--- config.mk ---
export PLATFORM = sky130hd
export DESIGN_NAME = move_sequencer
export DESIGN_NICKNAME = d
export VERILOG_FILES = /design/src/rtl/othello_pkg.sv /design/src/rtl/dir_walker.sv /design/src/rtl/move_sequencer.sv
export SDC_FILE = /design/constraint.sdc
export NUM_CORES = 1
export LEC_CHECK = 0
export ABC_AREA = 1
export BUFFER_PORTS_ARGS = -buffer_cell sky130_fd_sc_hd__buf_4
export CAP_MARGIN = 30
export CORE_MARGIN = 2
export CORE_UTILIZATION = 50
export DETAILED_ROUTE_END_ITERATION = 10
export PLACE_DENSITY_LB_ADDON = 0.1
export SYNTH_ARGS = -nofsm -noshare
export SYNTH_HDL_FRONTEND = slang
export SYNTH_SLANG_ARGS = --single-unit
--- constraint.sdc ---
create_clock -name clock -period 4.7 [get_ports clock]
set_input_delay 0.47 -clock clock [delete_from_list [all_inputs] [get_ports clock]]
set_output_delay 0.47 -clock clock [all_outputs]
set_load 0.01 [all_outputs]
--- src/rtl/othello_pkg.sv ---
// Shared Othello definitions: cell encodings, the eight-direction table
// and the move_sequencer state encoding.
package othello_pkg;

  localparam logic [1:0] EMPTY = 2'b00;
  localparam logic [1:0] BLACK = 2'b01;
  localparam logic [1:0] WHITE = 2'b10;

  // dr/dc are 2-bit two's complement deltas; step is the matching linear offset.
  typedef struct packed {
    logic [1:0] dr;
    logic [1:0] dc;
    logic [4:0] step;
  } dir_t;

  typedef enum logic [3:0] {
    IDLE,
    RD_ORIGIN,
    CHK_ORIGIN,
    DIR_SETUP,
    RD,
    CHK,
    LOAD,
    FLIP,
    NEXT_DIR,
    PLACE,
    DONE
  } state_t;

  // Fixed visiting order: E, W, S, N, SE, NW, SW, NE.
  function automatic dir_t dir_entry(input logic [2:0] d);
    dir_t e;
    e = '{dr: 2'b00, dc: 2'b01, step: 5'b00001};
    case (d)
      3'd0: e = '{dr: 2'b00, dc: 2'b01, step: 5'b00001};
      3'd1: e = '{dr: 2'b00, dc: 2'b11, step: 5'b11111};
      3'd2: e = '{dr: 2'b01, dc: 2'b00, step: 5'b01000};
      3'd3: e = '{dr: 2'b11, dc: 2'b00, step: 5'b11000};
      3'd4: e = '{dr: 2'b01, dc: 2'b01, step: 5'b01001};
      3'd5: e = '{dr: 2'b11, dc: 2'b11, step: 5'b10111};
      3'd6: e = '{dr: 2'b01, dc: 2'b11, step: 5'b00111};
      3'd7: e = '{dr: 2'b11, dc: 2'b01, step: 5'b11001};
      default: e = '{dr: 2'b00, dc: 2'b01, step: 5'b00001};
    endcase
    return e;
  endfunction

  function automatic logic [1:0] colour_of(input logic player);
    return player ? WHITE : BLACK;
  endfunction

endpackage

--- src/rtl/dir_walker.sv ---
// One step from (r, c) in direction d, with an off-board flag so a run
// never wraps from one row into the next.
module dir_walker
  import othello_pkg::*;
(
  input  logic [2:0] r,
  input  logic [2:0] c,
  input  logic [2:0] d,
  output logic [2:0] next_r,
  output logic [2:0] next_c,
  output logic [6:0] addr,
  output logic       off_board
);

  dir_t       dir;
  logic [3:0] r_sum;
  logic [3:0] c_sum;

  assign dir   = dir_entry(d);
  assign r_sum = {1'b0, r} + {{2{dir.dr[1]}}, dir.dr};
  assign c_sum = {1'b0, c} + {{2{dir.dc[1]}}, dir.dc};

  // Leaving 0..7 yields either -1 (1111) or 8 (1000); both set bit 3.
  assign off_board = r_sum[3] | c_sum[3];
  assign next_r    = r_sum[2:0];
  assign next_c    = c_sum[2:0];
  assign addr      = {1'b0, r_sum[2:0], c_sum[2:0]};

endmodule

--- src/rtl/move_sequencer.sv ---
// Executes one Othello move: origin check, eight-direction scan, flipper
// hand-off per enclosing direction, disc placement and result report.
module move_sequencer
  import othello_pkg::*;
#(
  parameter int FLIP_TIMEOUT = 64
) (
  input  logic       clock,
  input  logic       reset,
  input  logic       start,
  input  logic       player,
  input  logic [6:0] s_addr,
  input  logic [1:0] mem_q,
  output logic [6:0] mem_addr,
  output logic       mem_wren,
  output logic [1:0] mem_data,
  output logic       mem_sel,
  output logic [6:0] s_addr_out,
  output logic [4:0] step_o,
  output logic       ld_o,
  output logic       start_flip,
  input  logic       s_done,
  output logic       done_o,
  output logic       move_valid,
  output logic [4:0] flips_total,
  output logic       err
);

  localparam int TW = $clog2(FLIP_TIMEOUT + 1);

  state_t        state, state_nx;
  logic          player_q, player_nx;
  logic [6:0]    s_addr_q, s_addr_nx;
  logic [2:0]    d_q, d_nx;
  logic [2:0]    n_q, n_nx;
  logic [2:0]    cur_r, cur_r_nx;
  logic [2:0]    cur_c, cur_c_nx;
  logic [6:0]    cur_addr, cur_addr_nx;
  logic [TW-1:0] tmo_q, tmo_nx;
  logic [4:0]    flips_nx;
  logic          valid_nx;
  logic          err_nx;

  dir_t       cur_dir;
  logic [1:0] own, opp;
  logic [2:0] walk_r, walk_c, next_r, next_c;
  logic [6:0] next_addr;
  logic       off_board;

  assign cur_dir = dir_entry(d_q);
  assign own     = colour_of(player_q);
  assign opp     = colour_of(~player_q);

  // The first neighbour is taken from the origin, later steps from cur.
  assign walk_r = (state == DIR_SETUP) ? s_addr_q[5:3] : cur_r;
  assign walk_c = (state == DIR_SETUP) ? s_addr_q[2:0] : cur_c;

  dir_walker u_walker (
    .r         (walk_r),
    .c         (walk_c),
    .d         (d_q),
    .next_r    (next_r),
    .next_c    (next_c),
    .addr      (next_addr),
    .off_board (off_board)
  );

  always_ff @(posedge clock or negedge reset) begin
    // NOTE: no memories in this block, so every register takes an async reset value.
    if (!reset) begin
      state       <= IDLE;
      player_q    <= 1'b0;
      s_addr_q    <= '0;
      d_q         <= '0;
      n_q         <= '0;
      cur_r       <= '0;
      cur_c       <= '0;
      cur_addr    <= '0;
      tmo_q       <= '0;
      flips_total <= '0;
      move_valid  <= 1'b0;
      err         <= 1'b0;
    end else begin
      // NOTE: non-blocking assignments so every register updates from pre-edge values.
      state       <= state_nx;
      player_q    <= player_nx;
      s_addr_q    <= s_addr_nx;
      d_q         <= d_nx;
      n_q         <= n_nx;
      cur_r       <= cur_r_nx;
      cur_c       <= cur_c_nx;
      cur_addr    <= cur_addr_nx;
      tmo_q       <= tmo_nx;
      flips_total <= flips_nx;
      move_valid  <= valid_nx;
      err         <= err_nx;
    end
  end

  always_comb begin
    // NOTE: every next-state value and output gets a default first, so no latches.
    state_nx    = state;
    player_nx   = player_q;
    s_addr_nx   = s_addr_q;
    d_nx        = d_q;
    n_nx        = n_q;
    cur_r_nx    = cur_r;
    cur_c_nx    = cur_c;
    cur_addr_nx = cur_addr;
    tmo_nx      = tmo_q;
    flips_nx    = flips_total;
    valid_nx    = move_valid;
    err_nx      = err;
    mem_addr    = '0;
    mem_wren    = 1'b0;
    mem_data    = EMPTY;
    mem_sel     = 1'b0;
    s_addr_out  = '0;
    step_o      = '0;
    ld_o        = 1'b0;
    start_flip  = 1'b0;
    done_o      = 1'b0;

    case (state)
      IDLE: begin
        if (start) begin
          player_nx = player;
          s_addr_nx = s_addr;
          flips_nx  = '0;
          valid_nx  = 1'b0;
          state_nx  = RD_ORIGIN;
        end
      end
      RD_ORIGIN: begin
        mem_addr = s_addr_q;
        state_nx = CHK_ORIGIN;
      end
      CHK_ORIGIN: begin
        if (mem_q != EMPTY) begin
          valid_nx = 1'b0;
          state_nx = DONE;
        end else begin
          d_nx     = '0;
          state_nx = DIR_SETUP;
        end
      end
      DIR_SETUP: begin
        n_nx = '0;
        if (off_board) begin
          state_nx = NEXT_DIR;
        end else begin
          cur_r_nx    = next_r;
          cur_c_nx    = next_c;
          cur_addr_nx = next_addr;
          state_nx    = RD;
        end
      end
      RD: begin
        mem_addr = cur_addr;
        state_nx = CHK;
      end
      CHK: begin
        if (mem_q == opp) begin
          n_nx = n_q + 3'd1;
          if (off_board) begin
            state_nx = NEXT_DIR;
          end else begin
            cur_r_nx    = next_r;
            cur_c_nx    = next_c;
            cur_addr_nx = next_addr;
            state_nx    = RD;
          end
        end else if (mem_q == own && n_q != 3'd0) begin
          state_nx = LOAD;
        end else begin
          state_nx = NEXT_DIR;
        end
      end
      LOAD: begin
        s_addr_out = s_addr_q;
        step_o     = cur_dir.step;
        ld_o       = 1'b1;
        tmo_nx     = '0;
        state_nx   = FLIP;
      end
      FLIP: begin
        mem_sel    = 1'b1;
        start_flip = 1'b1;
        if (s_done) begin
          flips_nx = flips_total + {2'b00, n_q};
          valid_nx = 1'b1;
          state_nx = NEXT_DIR;
        end else if (tmo_q == TW'(FLIP_TIMEOUT - 1)) begin
          err_nx   = 1'b1;
          state_nx = NEXT_DIR;
        end else begin
          tmo_nx = tmo_q + TW'(1);
        end
      end
      NEXT_DIR: begin
        if (d_q == 3'd7) begin
          state_nx = PLACE;
        end else begin
          d_nx     = d_q + 3'd1;
          state_nx = DIR_SETUP;
        end
      end
      PLACE: begin
        if (move_valid) begin
          mem_addr = s_addr_q;
          mem_data = own;
          mem_wren = 1'b1;
        end
        state_nx = DONE;
      end
      DONE: begin
        done_o   = 1'b1;
        state_nx = IDLE;
      end
      default: state_nx = IDLE;
    endcase
  end

endmodule

# [Word level (Yosys, flattened, before mapping)]
# Memory sizes are Yosys's and may differ from the RTL's.
# Index checks and enable logic that the tools add are counted.
[totals] register_bits=45 rom_bits=144 in_bits=14 elab_cells=110 memories=2
[memory_table] name="(no name shown)" depth=8 word_bits=9 rd=1 rd_clocked_by_memory_dff=0 write_ports=0 line_no="othello_pkg.sv:34" source="case (d)"
[memory_table] name="(no name shown)" depth=8 word_bits=9 rd=1 rd_clocked_by_memory_dff=0 write_ports=0 line_no="othello_pkg.sv:34"
[classes] add_sub_neg=6 eq_ne=23 muxes=48 bitwise=2 reduce_logical=17
[op_table] op="$mux 7" count=6
[op_table] op="$pmux 4 s10" count=1
[op_table] op="$mux 4" count=8
[op_table] op="$pmux 7 s2" count=2
[op_table] op="$mux 3" count=9
[op_table] op="$pmux 3 s2" count=4
[op_table] op="$pmux 7 s3" count=1
[op_table] op="$eq 4x3->1 const B" count=4
[op_table] op="$ne 2x2->1 const B" count=8
[op_table] op="$mux 5" count=3
[op_table] op="$eq 4x4->1 const B" count=3
[op_table] op="$reduce_and 3->1" count=4
[op_table] op="$pmux 5 s2" count=1
[op_table] op="$reduce_bool 2->1" count=5
[op_table] op="$add 3x4->4" count=2
[op_table] op="$eq 4x2->1 const B" count=2
[op_table] op="$mux 1" count=8
[op_table] op="$mux 2" count=4
[op_table] op="$add 7x1->7 const B" count=1
[op_table] op="$eq 7x6->1 const B" count=1
[op_table] op="$add 3x1->3 const B" count=2
[op_table] op="$reduce_and 2->1" count=3
[op_table] op="$reduce_bool 3->1" count=2
[op_table] op="$add 5x3->5" count=1
[op_table] op="other kinds (10)" count=11

# [Logic depth before layout (Yosys ltp)]
[depth] ltp_word=7 ltp_mapped=18

# [Modules after synthesis]
# Synthesis repeated with hierarchy kept, for this count alone.
[unflattened] cells_unflattened=406 hier_area_um2=2950.3
[by_module_without_submodules] mod="move_sequencer" n_inst=1 cells_each=360 area_each_um2=2625.0 seq_area_each_um2=1126.1
[by_module_without_submodules] mod="dir_walker" n_inst=1 cells_each=46 area_each_um2=325.3 seq_area_each_um2=0.0

# [Worst setup path after synthesis]
# OpenSTA, ideal clock, no wires.
[synth_timing] path_kind="reg2reg" start="reg d_q[1]" end="reg cur_r[1]" t_arrival_ns=2.313 path_slack_ns=2.267 stages_incl_launch_ff=16 n_path_buf=0 cell_sequence="dfrtp_1 inv_1 ha_1 nand2_1 inv_1 a21oi_2 inv_1 ha_1 a21oi_1 nand2_1 xor2_1 nand3_2 inv_2 nand2_4 nor2_2 a21oi_2"
[synth_between] elab_chain_cells=6 word_cells_on_any_way=7 cone_classes="2 x add/sub; 3 x mux; 1 x bitwise; 1 x memory"
[synth_lines] element="from (decl)" line_no="move_sequencer.sv:34" source="logic [2:0] d_q, d_nx;"
[synth_lines] element="from (signal assigned)" line_no="move_sequencer.sv:88" source="d_q <= d_nx;"
[synth_lines] element="$mem_v2 8x9 (*)"
[synth_lines] element="$add 3x4->4, on equally long branches" line_no="dir_walker.sv:20, dir_walker.sv:21"
[synth_lines] element="$or 1x1->1" line_no="dir_walker.sv:24" source="assign off_board = r_sum[3] | c_sum[3];"
[synth_lines] element="$mux 3 (*)" line_no="move_sequencer.sv:149, move_sequencer.sv:165"
[synth_lines] element="$mux 3" line_no="move_sequencer.sv:163" source="if (mem_q == opp) begin"
[synth_lines] element="$pmux 3 s2 (*)" line_no="move_sequencer.sv:124" source="case (state)"
[synth_lines] element="to (signal assigned)" line_no="move_sequencer.sv:90" source="cur_r <= cur_r_nx;"
[synth_lines] element="to (decl)" line_no="move_sequencer.sv:36" source="logic [2:0] cur_r, cur_r_nx;"
# Mark *: on every way between the ends. The rest lies on a longest branch, timed or not. The select of a mux whose other input is x is not followed.
# A chain may end at the register's enable or synchronous reset.

# [Final worst setup path]
# Ends and elaborated chain as after synthesis.

==> out/metrics.yaml <==
status: "finished clean"
start_util_pct: 52.8
core_area_um2: 4820
finalHoldViolCount: 0
grt_pass1_vias: 2165
cts_sinks: 38
synthCells: 330
yosys-top-cells-count: "55 x nand2_1, 47 x inv_1, 38 x dfrtp_1"
critPathMaxStageDelay_ns: 0.43
power_switching_share_pct: 46.8
drc: 0
antenna_cells: 0
wire_per_inst_um: 12.9
slowest_stage: "dfrtp_1"
leakagePower_uw: 0.00158
skew_ns: 0.00965
cp_num_buf_inv: 4
clk_pin_slew_ns: 0.08
dr.pass1.iters: 5
place_area_um2: 2940
grt_max_degree: 39
grtUsageTotal_pct: 22.6
crit_type: "reg2reg"
clkPwrFrac_pct: 15.4
cts_setup_buffers: 0
std_cell_rows: 25
critical-path-top-delay-family: "adder cells"
synth.distinct_cells: 41
hold_path.class: "in2async"
tns_ns: 0
worstPathArrival_ns: 2.90
die_y_um: 75.3
clk_latency_ns: 0.30
cts_buffer_depth: 2
p_per_area_nw_per_um2: 510
vias_per_cell: 5.16
hpwl_um: 4400
synth_edf_count: 0
fin_crit_ns: 2.72
setup_viol: 0
syn_nets: 362
cts_root_buf: "clkbuf_8"
cp-end-kind: "register"
holdBufCountCts: 0
synth_top_cell_by_area: "dfrtp_1"
numPortBuffers: 46
synth_flop_cell: "dfrtp_1"
slew_viol_final: 0
p_sw_uw: 724
grt_antenna_before_repair: 0
drtAntennaViolNets: 0
synth_area_um2: 2540
reg2reg_slack_ns: 1.98
cts-htree-levels: 2
max_slew.worst_pin.slew_ns: 0.710
cpMostUsedCell: "inv_1"
synthArstFlopShare_pct: 100
cts_resized: 0
timing.fmax_mhz: 368
yosys_register_bits: 38
dieArea_um2: 5680
ys_warn_count: 0
fin_area_um2: 3030
drive_gt1_share_pct: 22.8
synth_top_area_share_pct: 37.4
grt_pass1_wl_um: 9720
vias: 2296
die_w_um: 75.3
slew_headroom_pct: 52.5
avgSynthCellArea_um2: 7.71
syn2layout_area_growth_pct: 19.2
io_pins: 47
start_kind: "register"
crit_chain: "inv_1 -> ha_1 -> nand2_1 -> inv_1 -> a21oi_2 -> inv_1 -> ha_1 -> a21oi_1 -> nand2_1 -> xor2_1 -> nand3_2 -> inv_2 -> nand2_4 -> nor2_2 -> a21oi_2"
cts_tree: "built"
final_nets: 409
grt-ovfl-total: 0
fin_crit_sh_pct: 57.8
cp.required_ns: 4.88
rsz0062_at_grt: "false"
drtIter0Drc: 175
p_total_uw: 1550
synthTopCellsByArea: "dfrtp_1 37%, nand2_1 8.1%, ha_1 7.9%"
routabilityCongestion: 0.851
path_max_fanout: 10
ys_seq_area_share_pct: 37.4
vdd_drop_max_mv: 0.215
routed_wl_um: 5760
numCtsBuffers: 5
p_comb_share_pct: 51.9
max_cap_viol_count: 0
p_int_uw: 823
yosysMostFrequentCell: "nand2_1"
seqPwrFrac_pct: 32.7
## cell families (layout without fill, tap and decap cells)
| kind of cell | Yosys count | after routing | share of synthesized area [%] |
|---|---|---|---|
| buffers and inverters | 63 | 111 | 9.68 |
| adder cells (fa/ha/maj) | 18 | 18 | 9.44 |
| XOR/XNOR | 6 | 6 | 2.06 |
| flip-flops | 38 | 38 | 37.4 |
| AO/OA/AOI/OAI | 61 | 61 | 13.9 |
| AND/OR/NAND/NOR | 144 | 144 | 27.5 |
## cell type report
type | count | area [µm²]
Clock inverter | 1 | 5.00
Timing Repair Buffer | 46 | 345
Fill cell | 483 | 1780
Inverter | 57 | 215
Tap cell | 67 | 83.8
Clock buffer | 7 | 86.3
Sequential cell | 38 | 951
Multi-Input combinational cell | 229 | 1350
## through the flow
stage	utilization, %	hold slack, ns	setup slack, ns	instances
2_1_floorplan	-	0.174	2.27	330
3_3_place_gp	61.1	0.465	2.10	437
3_5_place_dp	61.1	0.470	2.00	437
4_1_cts	63.0	0.147	1.97	445
5_1_grt	63.0	0.179	1.74	445
6_report	63.0	0.134	1.98	445
## metal layers
| layer | vias to the layer above | share of wire, % | track usage [%] | wire length [µm] |
|---|---|---|---|---|
| li1 | 1165 | - | - | - |
| met1 | 1057 | 48 | 31.2 | 2740 |
| met2 | 66 | 45 | 35.7 | 2610 |
| met3 | 8 | 5.3 | 3.84 | 307 |
| met4 | 0 | 1.7 | 8.77 | 98 |
| met5 | - | 0 | 0 | 0 |
## final timing paths
path                               startpoint                 endpoint  cells past startpoint
setup / recovery           d_q[1]$_DFFE_PN0P_     cur_r[1]$_DFFE_PN0P_                     15
hold / removal                          reset     state[3]$_DFFE_PN0P_                      1
setup reg to reg           d_q[1]$_DFFE_PN0P_     cur_r[1]$_DFFE_PN0P_                     15
hold reg to reg               err$_DFFE_PN0P_          err$_DFFE_PN0P_                      2
max in group asynchronous               reset     cur_c[1]$_DFFE_PN0P_                      1
min in group clock                  s_addr[6]  s_addr_q[6]$_DFFE_PN0P_                      3
## power by group through the flow
stage	combinational [µW]	sequential, µW	clock [µW]
2_1_floorplan	613	482	0
3_3_place_gp	792	505	0
3_5_place_dp	802	508	0
4_1_cts	808	502	246
5_1_grt	917	516	255
6_report	803	505	239
## state kept, by name (all words and copies together) (netlist names)
name,flops
tmo_q,7
cur_c,2
player_q,1
d_q,3
cur_addr,1
err,1
s_addr_q,7
move_valid,1
n_q,3
state,4
flips_total,5
cur_r,3
## cell usage in the layout (no fill, tap or decap), types with 2 or more instances in the layout
master    Yosys  final
o22ai_1       2      2
clkinv_2      1      2
nand2_2       6      6
ha_1         16     16
nand3_2       2      2
xnor2_1       4      4
inv_2         8      8
nand2_4       3      3
o21ai_0      32     32
a211oi_1      2      2
o21ai_1       3      3
nor2_2        4      4
nand4_1       3      3
nand3_1      29     29
fa_1          2      2
clkbuf_8      0      6
inv_1        47     47
dfrtp_1      38     38
xor2_1        2      2
nand2_1      55     55
nor3_1        6      6
a21oi_1       9      9
nor2_4        4      4
buf_4         2     46
a21oi_2       3      3
nor2_1       29     29
Power figures use the tool's default switching activity.
